<file path="src/rtl/mem_access_stage_pkg.sv">
// Shared definitions for the MEM-stage load/store unit: funct3 encodings,
// AXI response codes and the bus FSM state type.
package mem_access_stage_pkg;

    localparam logic [2:0] F3_LB  = 3'b000;
    localparam logic [2:0] F3_LH  = 3'b001;
    localparam logic [2:0] F3_LW  = 3'b010;
    localparam logic [2:0] F3_LBU = 3'b100;
    localparam logic [2:0] F3_LHU = 3'b101;
    localparam logic [2:0] F3_SB  = 3'b000;
    localparam logic [2:0] F3_SH  = 3'b001;
    localparam logic [2:0] F3_SW  = 3'b010;

    localparam logic [1:0] RESP_OKAY   = 2'b00;
    localparam logic [1:0] RESP_EXOKAY = 2'b01;
    localparam logic [1:0] RESP_SLVERR = 2'b10;
    localparam logic [1:0] RESP_DECERR = 2'b11;

    typedef enum logic [2:0] {
        S_IDLE    = 3'd0,
        S_RD_ADDR = 3'd1,
        S_RD_DATA = 3'd2,
        S_WR      = 3'd3,
        S_WR_RESP = 3'd4,
        S_DONE    = 3'd5
    } mem_state_e;

endpackage

</file>
<file path="src/rtl/mem_access_stage_if.sv">
// AXI4-Lite read/write channels between the MEM stage (master) and memory (slave).
// Handshake: a beat transfers on a rising clk edge where valid and ready are both 1;
// the source holds valid and its payload stable until that edge.
interface mem_access_stage_if;
    logic [31:0] araddr;
    logic        arvalid;
    logic        arready;
    logic [31:0] rdata;
    logic [1:0]  rresp;
    logic        rvalid;
    logic        rready;
    logic [31:0] awaddr;
    logic        awvalid;
    logic        awready;
    logic [31:0] wdata;
    logic [3:0]  wstrb;
    logic        wvalid;
    logic        wready;
    logic [1:0]  bresp;
    logic        bvalid;
    logic        bready;

    modport master (
        output araddr, arvalid, rready, awaddr, awvalid, wdata, wstrb, wvalid, bready,
        input  arready, rdata, rresp, rvalid, awready, wready, bresp, bvalid
    );

    modport slave (
        input  araddr, arvalid, rready, awaddr, awvalid, wdata, wstrb, wvalid, bready,
        output arready, rdata, rresp, rvalid, awready, wready, bresp, bvalid
    );
endinterface

</file>
<file path="src/rtl/mem_align_unit.sv">
// Combinational data alignment: load extension, store lane replication and
// byte strobes, and the misaligned-access check.
module mem_align_unit
    import mem_access_stage_pkg::*;
(
    input  logic        in_valid,
    input  logic        is_load,
    input  logic        is_store,
    input  logic [2:0]  funct3,
    input  logic [1:0]  addr_lo,
    input  logic [31:0] rdata,
    input  logic [31:0] store_data,
    output logic [31:0] load_data,
    output logic [31:0] wdata,
    output logic [3:0]  wstrb,
    output logic        misalign
);
    logic [7:0]  rbyte;
    logic [15:0] rhalf;
    logic        is_byte;
    logic        is_half;

    always_comb begin
        rbyte   = rdata[{addr_lo, 3'b000} +: 8];
        rhalf   = addr_lo[1] ? rdata[31:16] : rdata[15:0];
        is_byte = (funct3[1:0] == 2'b00);
        is_half = (funct3[1:0] == 2'b01);

        case (funct3)
            F3_LB:   load_data = {{24{rbyte[7]}}, rbyte};
            F3_LH:   load_data = {{16{rhalf[15]}}, rhalf};
            F3_LBU:  load_data = {24'd0, rbyte};
            F3_LHU:  load_data = {16'd0, rhalf};
            default: load_data = rdata;
        endcase

        // Lanes are replicated so the slave can pick any byte lane by strobe.
        case (funct3)
            F3_SB: begin
                wstrb = 4'b0001 << addr_lo;
                wdata = {4{store_data[7:0]}};
            end
            F3_SH: begin
                wstrb = 4'b0011 << addr_lo;
                wdata = {2{store_data[15:0]}};
            end
            default: begin
                wstrb = 4'b1111;
                wdata = store_data;
            end
        endcase

        misalign = in_valid & (is_load | is_store) &
                   ((is_half & addr_lo[0]) | (~is_half & ~is_byte & (addr_lo != 2'b00)));
    end
endmodule

</file>
<file path="src/rtl/mem_access_stage.sv">
// MEM pipeline stage: one AXI4-Lite access per load/store with a stall request
// until it completes; non-memory instructions pass straight through.
module mem_access_stage
    import mem_access_stage_pkg::*;
(
    input  logic        clk,
    input  logic        rst,
    input  logic        in_valid,
    input  logic        in_commit,
    input  logic [31:0] in_pc,
    input  logic [31:0] in_inst,
    input  logic [31:0] in_alu_out,
    input  logic [31:0] in_csr_out,
    input  logic        in_write_gpr,
    input  logic        in_write_csr,
    input  logic        in_mem_to_reg,
    input  logic [4:0]  in_rd,
    input  logic [1:0]  in_csr_rd,
    input  logic        in_system_halt,
    input  logic        in_mem_read,
    input  logic        in_mem_write,
    input  logic [2:0]  in_funct3,
    input  logic [31:0] in_wdata,
    input  logic        stall_me,
    input  logic        flush_me,
    output logic        out_commit,
    output logic [31:0] out_pc,
    output logic [31:0] out_inst,
    output logic [31:0] out_alu_out,
    output logic [31:0] out_csr_out,
    output logic        out_write_gpr,
    output logic        out_write_csr,
    output logic        out_mem_to_reg,
    output logic [4:0]  out_rd,
    output logic [1:0]  out_csr_rd,
    output logic        out_system_halt,
    output logic [31:0] out_rdata,
    output logic        out_misalign,
    output logic        busy,
    output mem_state_e  dbg_state,
    mem_access_stage_if.master bus
);
    mem_state_e  state_q, state_d;
    logic [31:0] araddr_q, araddr_d, awaddr_q, awaddr_d;
    logic [31:0] wdata_q, wdata_d, rdata_q, rdata_d;
    logic [3:0]  wstrb_q, wstrb_d;
    logic        aw_done_q, aw_done_d, w_done_q, w_done_d, flushed_q, flushed_d;
    logic [31:0] load_ext, store_data;
    logic [3:0]  store_strb;
    logic        memop;
    logic        unused_resp;

    mem_align_unit u_align (
        .in_valid   (in_valid),
        .is_load    (in_mem_read),
        .is_store   (in_mem_write),
        .funct3     (in_funct3),
        .addr_lo    (in_alu_out[1:0]),
        .rdata      (bus.rdata),
        .store_data (in_wdata),
        .load_data  (load_ext),
        .wdata      (store_data),
        .wstrb      (store_strb),
        .misalign   (out_misalign)
    );

    assign memop = in_valid & (in_mem_read | in_mem_write) & ~out_misalign;

    always_comb begin
        state_d   = state_q;
        araddr_d  = araddr_q;
        awaddr_d  = awaddr_q;
        wdata_d   = wdata_q;
        wstrb_d   = wstrb_q;
        rdata_d   = rdata_q;
        aw_done_d = aw_done_q;
        w_done_d  = w_done_q;
        flushed_d = flushed_q;
        case (state_q)
            S_IDLE: begin
                if (memop) begin
                    if (in_mem_read) begin
                        state_d  = S_RD_ADDR;
                        araddr_d = in_alu_out;
                    end else begin
                        state_d  = S_WR;
                        awaddr_d = in_alu_out;
                        wdata_d  = store_data;
                        wstrb_d  = store_strb;
                    end
                end
            end
            S_RD_ADDR: if (bus.arready) state_d = S_RD_DATA;
            S_RD_DATA: begin
                if (bus.rvalid) begin
                    rdata_d = load_ext;
                    state_d = S_DONE;
                end
            end
            S_WR: begin
                aw_done_d = aw_done_q | bus.awready;
                w_done_d  = w_done_q | bus.wready;
                if (aw_done_d && w_done_d) begin
                    state_d   = S_WR_RESP;
                    aw_done_d = 1'b0;
                    w_done_d  = 1'b0;
                end
            end
            S_WR_RESP: if (bus.bvalid) state_d = S_DONE;
            S_DONE:    if (!stall_me) state_d = S_IDLE;
            default:   state_d = S_IDLE;
        endcase
        // A flush never aborts the bus access; it only remembers to drop the commit.
        if (state_q == S_DONE && state_d == S_IDLE) begin
            flushed_d = 1'b0;
        end else if (flush_me && (state_q != S_IDLE || memop)) begin
            flushed_d = 1'b1;
        end
    end

    always_ff @(posedge clk) begin
        if (rst) begin
            state_q   <= S_IDLE;
            araddr_q  <= '0;
            awaddr_q  <= '0;
            wdata_q   <= '0;
            wstrb_q   <= '0;
            rdata_q   <= '0;
            aw_done_q <= 1'b0;
            w_done_q  <= 1'b0;
            flushed_q <= 1'b0;
        end else begin
            state_q   <= state_d;
            araddr_q  <= araddr_d;
            awaddr_q  <= awaddr_d;
            wdata_q   <= wdata_d;
            wstrb_q   <= wstrb_d;
            rdata_q   <= rdata_d;
            aw_done_q <= aw_done_d;
            w_done_q  <= w_done_d;
            flushed_q <= flushed_d;
        end
    end

    assign bus.araddr  = araddr_q;
    assign bus.arvalid = (state_q == S_RD_ADDR);
    assign bus.rready  = (state_q == S_RD_DATA);
    assign bus.awaddr  = awaddr_q;
    assign bus.awvalid = (state_q == S_WR) & ~aw_done_q;
    assign bus.wdata   = wdata_q;
    assign bus.wstrb   = wstrb_q;
    assign bus.wvalid  = (state_q == S_WR) & ~w_done_q;
    assign bus.bready  = (state_q == S_WR_RESP);
    // Error responses complete the access like OKAY.
    assign unused_resp = ^{bus.rresp, bus.bresp};

    assign busy      = memop & (state_q != S_DONE);
    assign dbg_state = state_q;
    assign out_rdata = rdata_q;
    // A flush arriving in the DONE cycle itself squashes the commit too.
    assign out_commit = memop ? (in_commit & (state_q == S_DONE) & ~flushed_q & ~flush_me)
                              : (in_commit & ~flush_me);

    assign out_pc          = in_pc;
    assign out_inst        = in_inst;
    assign out_alu_out     = in_alu_out;
    assign out_csr_out     = in_csr_out;
    assign out_write_gpr   = in_write_gpr;
    assign out_write_csr   = in_write_csr;
    assign out_mem_to_reg  = in_mem_to_reg;
    assign out_rd          = in_rd;
    assign out_csr_rd      = in_csr_rd;
    assign out_system_halt = in_system_halt;
endmodule
</file>
<file path="src/flat_wrapper.sv">
// flat-port wrapper written by rule: the top's interface ports become plain ports
module mem_access_stage_flat import mem_access_stage_pkg::*;
  (clk, rst, in_valid, in_commit, in_pc, in_inst, in_alu_out, in_csr_out, in_write_gpr, in_write_csr, in_mem_to_reg, in_rd, in_csr_rd, in_system_halt, in_mem_read, in_mem_write, in_funct3, in_wdata, stall_me, flush_me, out_commit, out_pc, out_inst, out_alu_out, out_csr_out, out_write_gpr, out_write_csr, out_mem_to_reg, out_rd, out_csr_rd, out_system_halt, out_rdata, out_misalign, busy, dbg_state, bus_araddr, bus_arvalid, bus_rready, bus_awaddr, bus_awvalid, bus_wdata, bus_wstrb, bus_wvalid, bus_bready, bus_arready, bus_rdata, bus_rresp, bus_rvalid, bus_awready, bus_wready, bus_bresp, bus_bvalid);
  mem_access_stage_if bus_i ();
  input  logic clk;
  input  logic rst;
  input  logic in_valid;
  input  logic in_commit;
  input  logic [31:0] in_pc;
  input  logic [31:0] in_inst;
  input  logic [31:0] in_alu_out;
  input  logic [31:0] in_csr_out;
  input  logic in_write_gpr;
  input  logic in_write_csr;
  input  logic in_mem_to_reg;
  input  logic [4:0] in_rd;
  input  logic [1:0] in_csr_rd;
  input  logic in_system_halt;
  input  logic in_mem_read;
  input  logic in_mem_write;
  input  logic [2:0] in_funct3;
  input  logic [31:0] in_wdata;
  input  logic stall_me;
  input  logic flush_me;
  output logic out_commit;
  output logic [31:0] out_pc;
  output logic [31:0] out_inst;
  output logic [31:0] out_alu_out;
  output logic [31:0] out_csr_out;
  output logic out_write_gpr;
  output logic out_write_csr;
  output logic out_mem_to_reg;
  output logic [4:0] out_rd;
  output logic [1:0] out_csr_rd;
  output logic out_system_halt;
  output logic [31:0] out_rdata;
  output logic out_misalign;
  output logic busy;
  output mem_state_e dbg_state;
  output wire logic [$bits(bus_i.araddr)-1:0] bus_araddr;
  output wire logic [$bits(bus_i.arvalid)-1:0] bus_arvalid;
  output wire logic [$bits(bus_i.rready)-1:0] bus_rready;
  output wire logic [$bits(bus_i.awaddr)-1:0] bus_awaddr;
  output wire logic [$bits(bus_i.awvalid)-1:0] bus_awvalid;
  output wire logic [$bits(bus_i.wdata)-1:0] bus_wdata;
  output wire logic [$bits(bus_i.wstrb)-1:0] bus_wstrb;
  output wire logic [$bits(bus_i.wvalid)-1:0] bus_wvalid;
  output wire logic [$bits(bus_i.bready)-1:0] bus_bready;
  input wire logic [$bits(bus_i.arready)-1:0] bus_arready;
  input wire logic [$bits(bus_i.rdata)-1:0] bus_rdata;
  input wire logic [$bits(bus_i.rresp)-1:0] bus_rresp;
  input wire logic [$bits(bus_i.rvalid)-1:0] bus_rvalid;
  input wire logic [$bits(bus_i.awready)-1:0] bus_awready;
  input wire logic [$bits(bus_i.wready)-1:0] bus_wready;
  input wire logic [$bits(bus_i.bresp)-1:0] bus_bresp;
  input wire logic [$bits(bus_i.bvalid)-1:0] bus_bvalid;
  assign bus_araddr = bus_i.araddr;
  assign bus_arvalid = bus_i.arvalid;
  assign bus_rready = bus_i.rready;
  assign bus_awaddr = bus_i.awaddr;
  assign bus_awvalid = bus_i.awvalid;
  assign bus_wdata = bus_i.wdata;
  assign bus_wstrb = bus_i.wstrb;
  assign bus_wvalid = bus_i.wvalid;
  assign bus_bready = bus_i.bready;
  assign bus_i.arready = bus_arready;
  assign bus_i.rdata = bus_rdata;
  assign bus_i.rresp = bus_rresp;
  assign bus_i.rvalid = bus_rvalid;
  assign bus_i.awready = bus_awready;
  assign bus_i.wready = bus_wready;
  assign bus_i.bresp = bus_bresp;
  assign bus_i.bvalid = bus_bvalid;
  mem_access_stage u_core (.clk(clk), .rst(rst), .in_valid(in_valid), .in_commit(in_commit), .in_pc(in_pc), .in_inst(in_inst), .in_alu_out(in_alu_out), .in_csr_out(in_csr_out), .in_write_gpr(in_write_gpr), .in_write_csr(in_write_csr), .in_mem_to_reg(in_mem_to_reg), .in_rd(in_rd), .in_csr_rd(in_csr_rd), .in_system_halt(in_system_halt), .in_mem_read(in_mem_read), .in_mem_write(in_mem_write), .in_funct3(in_funct3), .in_wdata(in_wdata), .stall_me(stall_me), .flush_me(flush_me), .out_commit(out_commit), .out_pc(out_pc), .out_inst(out_inst), .out_alu_out(out_alu_out), .out_csr_out(out_csr_out), .out_write_gpr(out_write_gpr), .out_write_csr(out_write_csr), .out_mem_to_reg(out_mem_to_reg), .out_rd(out_rd), .out_csr_rd(out_csr_rd), .out_system_halt(out_system_halt), .out_rdata(out_rdata), .out_misalign(out_misalign), .busy(busy), .dbg_state(dbg_state), .bus(bus_i));
endmodule
</file>
<file path="config.mk">
export PLATFORM = sky130hd
export DESIGN_NAME = mem_access_stage_flat
export DESIGN_NICKNAME = d
export VERILOG_FILES = /design/src/rtl/mem_access_stage_pkg.sv /design/src/rtl/mem_access_stage_if.sv /design/src/rtl/mem_align_unit.sv /design/src/rtl/mem_access_stage.sv /design/src/flat_wrapper.sv
export SDC_FILE = /design/constraint.sdc
export NUM_CORES = 1
export LEC_CHECK = 0
export CELL_PAD_IN_SITES_DETAIL_PLACEMENT = 0
export CELL_PAD_IN_SITES_GLOBAL_PLACEMENT = 1
export CORE_AREA = 2 2 198 200
export CTS_BUF_LIST = sky130_fd_sc_hd__clkbuf_16
export CTS_CLUSTER_SIZE = 30
export DETAILED_ROUTE_END_ITERATION = 12
export DIE_AREA = 0 0 200 202
export PLACE_DENSITY_LB_ADDON = 0.1
export SLEW_MARGIN = 20
export SYNTH_ARGS = -nofsm -noshare
export SYNTH_HDL_FRONTEND = slang
export SYNTH_SLANG_ARGS = --single-unit
</file>
<file path="constraint.sdc">
create_clock -name clk -period 3.4 [get_ports clk]
set_clock_uncertainty 0.2 [all_clocks]
set_input_delay 0.51 -clock clk [delete_from_list [all_inputs] [get_ports clk]]
set_output_delay 0.51 -clock clk [all_outputs]
set_load 0.05 [all_outputs]
</file>
==> flow_results.org, run 1 <==
** Synth
- Counting distinct cell types in the post-synthesis netlist gives 44.
- Most numerous cell in the Yosys netlist :: nand2_1
- Mapped Nets :: 1107
- Top cells by area in the synthesized netlist :: dfxtp_1 (39%), buf_4 (16%), nand2_1 (11%), a21oi_1 (9.0%), mux2i_1 (3.7%)
- Synthesis handed over a netlist of 884 instances.
- After synthesis, the share of flip-flops with an asynchronous set or reset is 0%.
- Synth cell count leaders :: nand2_1 (200), buf_4 (146), dfxtp_1 (138), a21oi_1 (127), o21ai_0 (45)
- Yosys printed 0 warnings.
- Sequential elements use 39.3% of the synthesized area.
- A synthesized cell averages 7.96 um2.
- The most used flip-flop cell after synthesis is dfxtp_1.
- Area fraction of the dominant cell type after synthesis :: 39.3%
- Post-synthesis instance area :: 7040 um2
- Top cell type by total area after synthesis :: dfxtp_1
- Count of flip-flops with a built-in enable after synthesis :: 0
- Post-synthesis register bit count :: 138

** Clock tree
- CTS Buffer Depth :: 2
- Clock slew at the register clock pins of the worst setup and hold paths :: 60 ps
- Insertion delay of the later-clocked pin in the worst-skew pair :: 430 ps
- CTS H-tree depth :: 4
- In this run, post-CTS repair resized a total of 0 instances.
- Library cell used as clock root buffer :: clkbuf_16
- Clock tree from TritonCTS :: done
- Number of buffers created by CTS :: 17
- Number of clock sinks :: 138
- Postcts setup bufs :: 0
- The number of hold buffers added after CTS was 0.

** STA
- Across all setup checks in the final design, the least slack found is 371 ps.
- Count of endpoints failing setup in the final report :: 0
- Min Tclk post-route :: 3030 ps
- The final max-slew violation count was 0.
- The worst path uses 89.1% of the clock period.
- Setup repair after global routing left no endpoint under its margin.
- For the pin with the worst max-slew slack, the measured transition is 688 ps.
- Maximum clock rate :: 0.330 GHz
- Measured against its own limit, the worst slew margin works out to 54.1%.
- The total count of hold-check failures in the final report was 0.
- Total Negative Setup Slacks :: 0 ps

** Global route
- Wire length of the first global-routing pass :: 43000 um
- For this run, global-route usage on met3 was measured as 6.07%.
- Total GRT Usage :: 14.7%
- The number of global-route vias before repair came to 6473.
- Antenna violations before repair :: 3
- Met2 Track Usage GR :: 24.6%
- Busiest grt layer :: met2
- Global-route met1 utilization :: 17.0%
- Entering global routing, the biggest net connects 51 pins.
- For this run the aggregate overflow at the end of global routing stands at 0.

** Worst setup path
- CP Data Arrival Time :: 2320 ps
- Max stage delay cell, worst path :: clkdlybuf4s50_1
- Cells traversed along the worst timing path :: nand2_1 -> nor2_1 -> clkdlybuf4s50_1
- Startpoint types :: flop
- Type of the setup path with the least slack :: flop to output pin
- Number of cells on the critical path :: 3
- For the worst setup path, the data required time is 2690 ps.
- In this design, the stage delay of the slowest critical-path cell is 810 ps.
- Together, buffers and inverters on the worst path number 1.
- Of all nets on the critical path, the largest fanout is 15.
- The worst register-to-register path begins at u_core.dbg_state[0].
- For the worst flop-to-flop path, the logic depth is 5.
- Worst reg2reg endpoint :: u_core.bus.wdata[31]
- The worst setup path is captured at an output pin.
- Setup slack on the worst reg-to-reg path comes out at 1090 ps.
- On the critical path the largest part of the delay comes from buffers and inverters.

** Drt
- WL/cell :: 19.4 um
- Routed Antenna Nets :: 0
- For this block, the routed nets add up to 30000 um of wire.
- First DRT Iteration DRCs :: 241
- Number of design rule violations left after detail routing :: 0
- Initial DRT Pass Iterations :: 4
- Summing over every cut layer, the via total after detailed routing is 6450.
- After detailed routing, the number of vias per cell comes to 4.19.

** Power
- Worst VDD drop :: 0.352 mV
- In this run the power density over the cells is 473 nW/um2.
- Lkg Pwr :: 3.40 nW

** Final layout
- The area growth from synthesis to layout is 42.2%.
- In the final layout, the share of cells above drive strength 1 is 7.84%.
- Final net count :: 1231

** Floorplan
- Number of placement rows :: 72
- The initial utilization of the core area, before any placement, comes to 18.4%.
- After floorplanning, the core was sized to cover 38300 um2.
- The die covers 40400 um2.
- During I/O placement, the number of pins put on the boundary was 505.
- Width of the die :: 200 um
- Height of the chip :: 202 um

** Outcome
- Run status :: finished clean

** Place
- Summed over all nets, the half-perimeter wirelength after detailed placement is 21600 um.
- The count of buffers added on input and output ports is 286.
- Worst Setup Slack post-DPL :: 598 ps
- At the end of routability-driven placement, the weighted congestion stood at 0.724.

** Hold path
- HP Class :: flop to flop
- The worst hold path was traced through 2 stages.
- The startpoint identified for the worst hold timing path is u_core.bus.araddr[6].
- Hold-critical path endpoint :: u_core.bus.araddr[6]

** Job
- Max-cap violations :: 0
[tightest hold or removal path: stages (launching register included)]
cell and delay (ps):
dfxtp_1 310, nand2_1 50, a21oi_1 50
[report_power, final]
group | internal [mW] | switching (mW)
combinational | 0.387 | 0.649
sequential | 1.68 | 0.0452
clock | 1.16 | 0.810
total | 3.23 | 1.50
[layer usage]
layer / routed length (um) / vias up
li1: - / 3126
met1: 12400 / 3054
met2: 14600 / 216
met3: 2530 / 52
met4: 462 / 2
met5: 13 / -
[kinds of logic (layout without fill, tap and decap cells)]
logic type / Yosys count / after routing / synth area share (%)
buffers and inverters: 206 / 343 / 19.4
AND/OR/NAND/NOR: 278 / 278 / 17.5
multiplexers: 34 / 34 / 4.98
flip-flops: 138 / 138 / 39.3
AO/OA/AOI/OAI: 228 / 228 / 18.9
other: 0 / 2 / 0
[through the flow]
stage | util [%] | instance area (um2) | instances | power [mW] | hold WS (ps)
6_report | 26.1 | 10000 | 1541 | 4.73 | 253
3_5_place_dp | 24.6 | 9400 | 1507 | 2.82 | 246
4_1_cts | 26.1 | 10000 | 1539 | 4.85 | 256
3_3_place_gp | 24.6 | 9400 | 1507 | 2.82 | 242
2_1_floorplan | - | 7040 | 884 | 2.72 | 247
5_1_grt | 26.1 | 10000 | 1539 | 4.96 | 269
[registers in the layout, summed over array words and instances (netlist names), 3 cells and up]
signal / flops
u_core.bus.araddr: 32
u_core.dbg_state: 3
u_core.bus.awaddr: 32
u_core.bus.wstrb: 4
u_core.bus.wdata: 32
u_core.out_rdata: 32
[layout make-up]
| type | instances | area (um2) |
|---|---|---|
| Antenna cell | 2 | 5.00 |
| Clock buffer | 17 | 425 |
| Clock inverter | 15 | 174 |
| Fill cell | 4243 | 28300 |
| Inverter | 3 | 11.3 |
| Multi-Input combinational cell | 540 | 2920 |
| Sequential cell | 138 | 2760 |
| Tap cell | 518 | 648 |
| Timing Repair Buffer | 308 | 3070 |
[cells in the final DEF (no fill, tap or decap), types with 4 or more instances in the layout]
cell and n:
nor2_1 33, a21oi_1 127, nand2_1 200, clkdlybuf4s50_1 278
mux2i_1 26, mux2_2 8, o211ai_1 9, o21ai_0 45
nor3_1 4, a211oi_1 17, nor4bb_1 7, inv_1 4
dfxtp_1 138, buf_12 5, buf_4 23, a311oi_1 10
clkbuf_16 17, nand3b_1 9, o22a_1 8
[how the worst max path moves through the flow]
stage / startpoint / to
floorplan: u_core.dbg_state[0] / bus_arvalid
finish: u_core.dbg_state[0] / bus_awvalid
detailed placement: in_alu_out[1] / u_core.out_rdata[11]
global route: u_core.dbg_state[0] / bus_wvalid
CTS: u_core.dbg_state[2] / bus_awvalid
global placement: in_alu_out[1] / out_commit
Note: power is estimated with default switching activity, not from simulation.
==> run 2, diff against run 1 <==
CORE_AREA = 5 5 195 197   (was 2 2 198 200)
==> run 2 against run 1 <==
Compared with the run above:
- wire length down 1.3%
- global-route usage down 0.68 points
- sequential cell count unchanged
- via count down 1.3%
- non-clock buffer count down 5
- hold slack about the same
- total power down 1.7%
- first-iteration DRC count down 16%
- maximum frequency down 0.20%
- combinational power about the same
- clock-buffer cell count unchanged
- critical path type unchanged
- critical endpoint is now bus_wvalid
- largest power group unchanged
- highest routed layer unchanged
==> flow_results.org, run 2 (synthesis results as in run 1) <==
** Final layout
- Design area :: 9890 um2
- Non-filler cells, final :: 1484
- The area growth from synthesis to layout is 40.6%.
- Final net count :: 1226
- The top cell types in the final layout, fill and taps aside, are clkdlybuf4s50_1 (278), nand2_1 (200), dfxtp_1 (138), a21oi_1 (127), o21ai_0 (45).
- Core occupancy in the finished layout :: 27.4%
- Proportion of layout cells with a drive suffix above 1 :: 7.28%
- Leading cell type in the layout, fill and taps excluded :: clkdlybuf4s50_1
- 0 antenna diodes ended up in the layout.

** Floorplan
- Die ar. :: 40400 um2
- Number of top-level pins :: 505
- Number of placement rows :: 70
- Core Box Area :: 36100 um2
- Effective utilization at floorplan :: 19.5%
- The floorplan step set the die height to 202 um.
- In this run the horizontal extent of the chip is 200 um.

** STA
- Count of endpoints failing setup in the final report :: 0
- Based on the critical path, the design can be clocked at up to 0.329 GHz.
- The total count of hold-check failures in the final report was 0.
- Setup repair after global routing left no endpoint under its margin.
- Min Tclk post-route :: 3040 ps
- At the pin with the least slew margin, the transition time is 937 ps.
- Relative slew margins :: 37.5%
- After layout, the worst path uses 89.3% of the clock period.
- Total Negative Setup Slacks :: 0 ps
- The final max-slew violation count was 0.

** Clock tree
- CTS Buffer Depth :: 2
- Hold Buf Count CTS :: 0
- Library cell used as clock root buffer :: clkbuf_16
- Number of buffers created by CTS :: 17
- Clock slew at the register clock pins of the worst setup and hold paths :: 60 ps
- In this run, post-CTS repair resized a total of 0 instances.
- The H-tree was split into 4 levels.
- At the later pin of the worst-skew pair, clock insertion delay measures 430 ps.
- Postcts setup bufs :: 0
- Clock tree from TritonCTS :: done
- Number of clock sinks :: 138

** Global route
- Total GRT Usage :: 14.0%
- The number of global-route vias before repair was 6363.
- Wire length of the first global-routing pass :: 42400 um
- The initial antenna violation count was 3.
- The total overflow left after global routing is 0.
- Pin count of the biggest net entering global routing :: 78

** Hold path
- The worst hold path belongs to the class flop to flop.
- Worst hold stages :: 2
- Hold Crit Start :: u_core.bus.wdata[6]
- Hold-critical path endpoint :: u_core.bus.wdata[6]

** Power
- VDD sags by at most 0.357 mV.
- Sequential cells account for 37.2% of the total power.
- For this design the ratio of total power to cell area is 470 nW/um2.
- In this run, the clock network consumes 40.6% of the power.
- The internal power of the cells totals 3.15 mW.
- In this run the power spent charging and discharging nets is 1.50 mW.
- Lkg Pwr :: 3.36 nW
- Switching power as a share of total power :: 32.3%
- Combinational logic burns 22.2% of the power.
- Total power of the final layout :: 4.65 mW

** Worst setup path
- Reg-to-reg setup timing slack :: 1190 ps
- Of all nets on the critical path, the largest fanout is 13.
- Startpoint types :: flop
- Worst reg2reg endpoint :: u_core.bus.wdata[11]
- CP Data Arrival Time :: 2330 ps
- The worst register-to-register path begins at u_core.dbg_state[0].
- Type of the setup path with the least slack :: flop to output pin
- STA classifies the critical path endpoint as an output pin.
- Counting cells, the worst reg-to-reg path comes to 5.
- STA puts the critical path data required time at 2690 ps.

** Drt
- In the final routed layout, each cell accounts on average for 19.9 um.
- After detailed routing, the number of remaining DRC violations is 0.
- After detailed routing, the number of vias per cell comes to 4.29.
- Routed Antenna Nets :: 0
- First DRT Iteration DRCs :: 202
- Routed wire length :: 29600 um
- The first detailed-routing pass took 4 iterations.
- The routed layout has 6365 vias.

** Place
- After detailed placement, the design holds a cell count of 1452.
- After legalization and detailed placement, the total HPWL measured 21400 um.
- In this run the cell area measured after placement is 9320 um2.
- Buffers placed on the I/O ports in this run total 286.
- GP Congestion :: 0.711

** Outcome
- Run status :: finished clean

** Job
- The tool flagged a number of max-cap violations equal to 0.
## run 2: stage by stage
stage	hold slack (ps)	setup WS [ps]
finish	253	365
global route	268	222
CTS	255	292
detailed placement	247	643
global placement	243	652
floorplan	247	461
## run 2: power by group through the flow
stage	Combinational, mW	Sequential [mW]	Clock [mW]
finish	1.03	1.73	1.89
global route	1.10	1.74	2.04
CTS	1.06	1.73	1.97
detailed placement	1.05	1.77	0
global placement	1.05	1.77	0
floorplan	0.742	1.98	0
## run 2: layer usage
layer | up-vias | share of wire (%) | track usage, %
li1 | 3110 | - | -
met4 | 6 | 1.1 | 3.13
met1 | 2972 | 43 | 17.4
met2 | 238 | 46 | 22.4
met5 | - | 0.12 | 0
met3 | 39 | 9.2 | 5.98
## run 2: layout make-up
| class | instances | area [um2] |
|---|---|---|
| Fill cell | 3978 | 26200 |
| Timing Repair Buffer | 303 | 3040 |
| Multi-Input combinational cell | 540 | 2920 |
| Sequential cell | 138 | 2760 |
| Tap cell | 468 | 586 |
| Clock buffer | 17 | 425 |
| Clock inverter | 15 | 149 |
| Inverter | 3 | 11.3 |
## run 2: how the worst max path moves through the flow
stage / slack, ps / to / start / cells after the start
final: 360 / bus_wvalid / u_core.dbg_state[2] / 4
after global placement: 650 / out_commit / in_alu_out[0] / 6
after detailed placement: 640 / out_commit / in_alu_out[0] / 6
after global routing: 220 / bus_wvalid / u_core.dbg_state[2] / 4
after floorplan: 460 / bus_arvalid / u_core.dbg_state[0] / 2
after CTS: 290 / bus_wvalid / u_core.dbg_state[2] / 4
## run 2: worst max-delay path, cell delays in order, from the launching register on
cell             delay, ps
dfxtp_1                470
nor2b_1                300
nand2_1                160
nor2_1                 140
clkdlybuf4s50_1        810
==> run 3, diff against run 2 <==
SKIP_LAST_GASP = 1   (was unset)
==> results of run 3 <==
The final DEF is identical to that of run 2; final timing and power are the same.
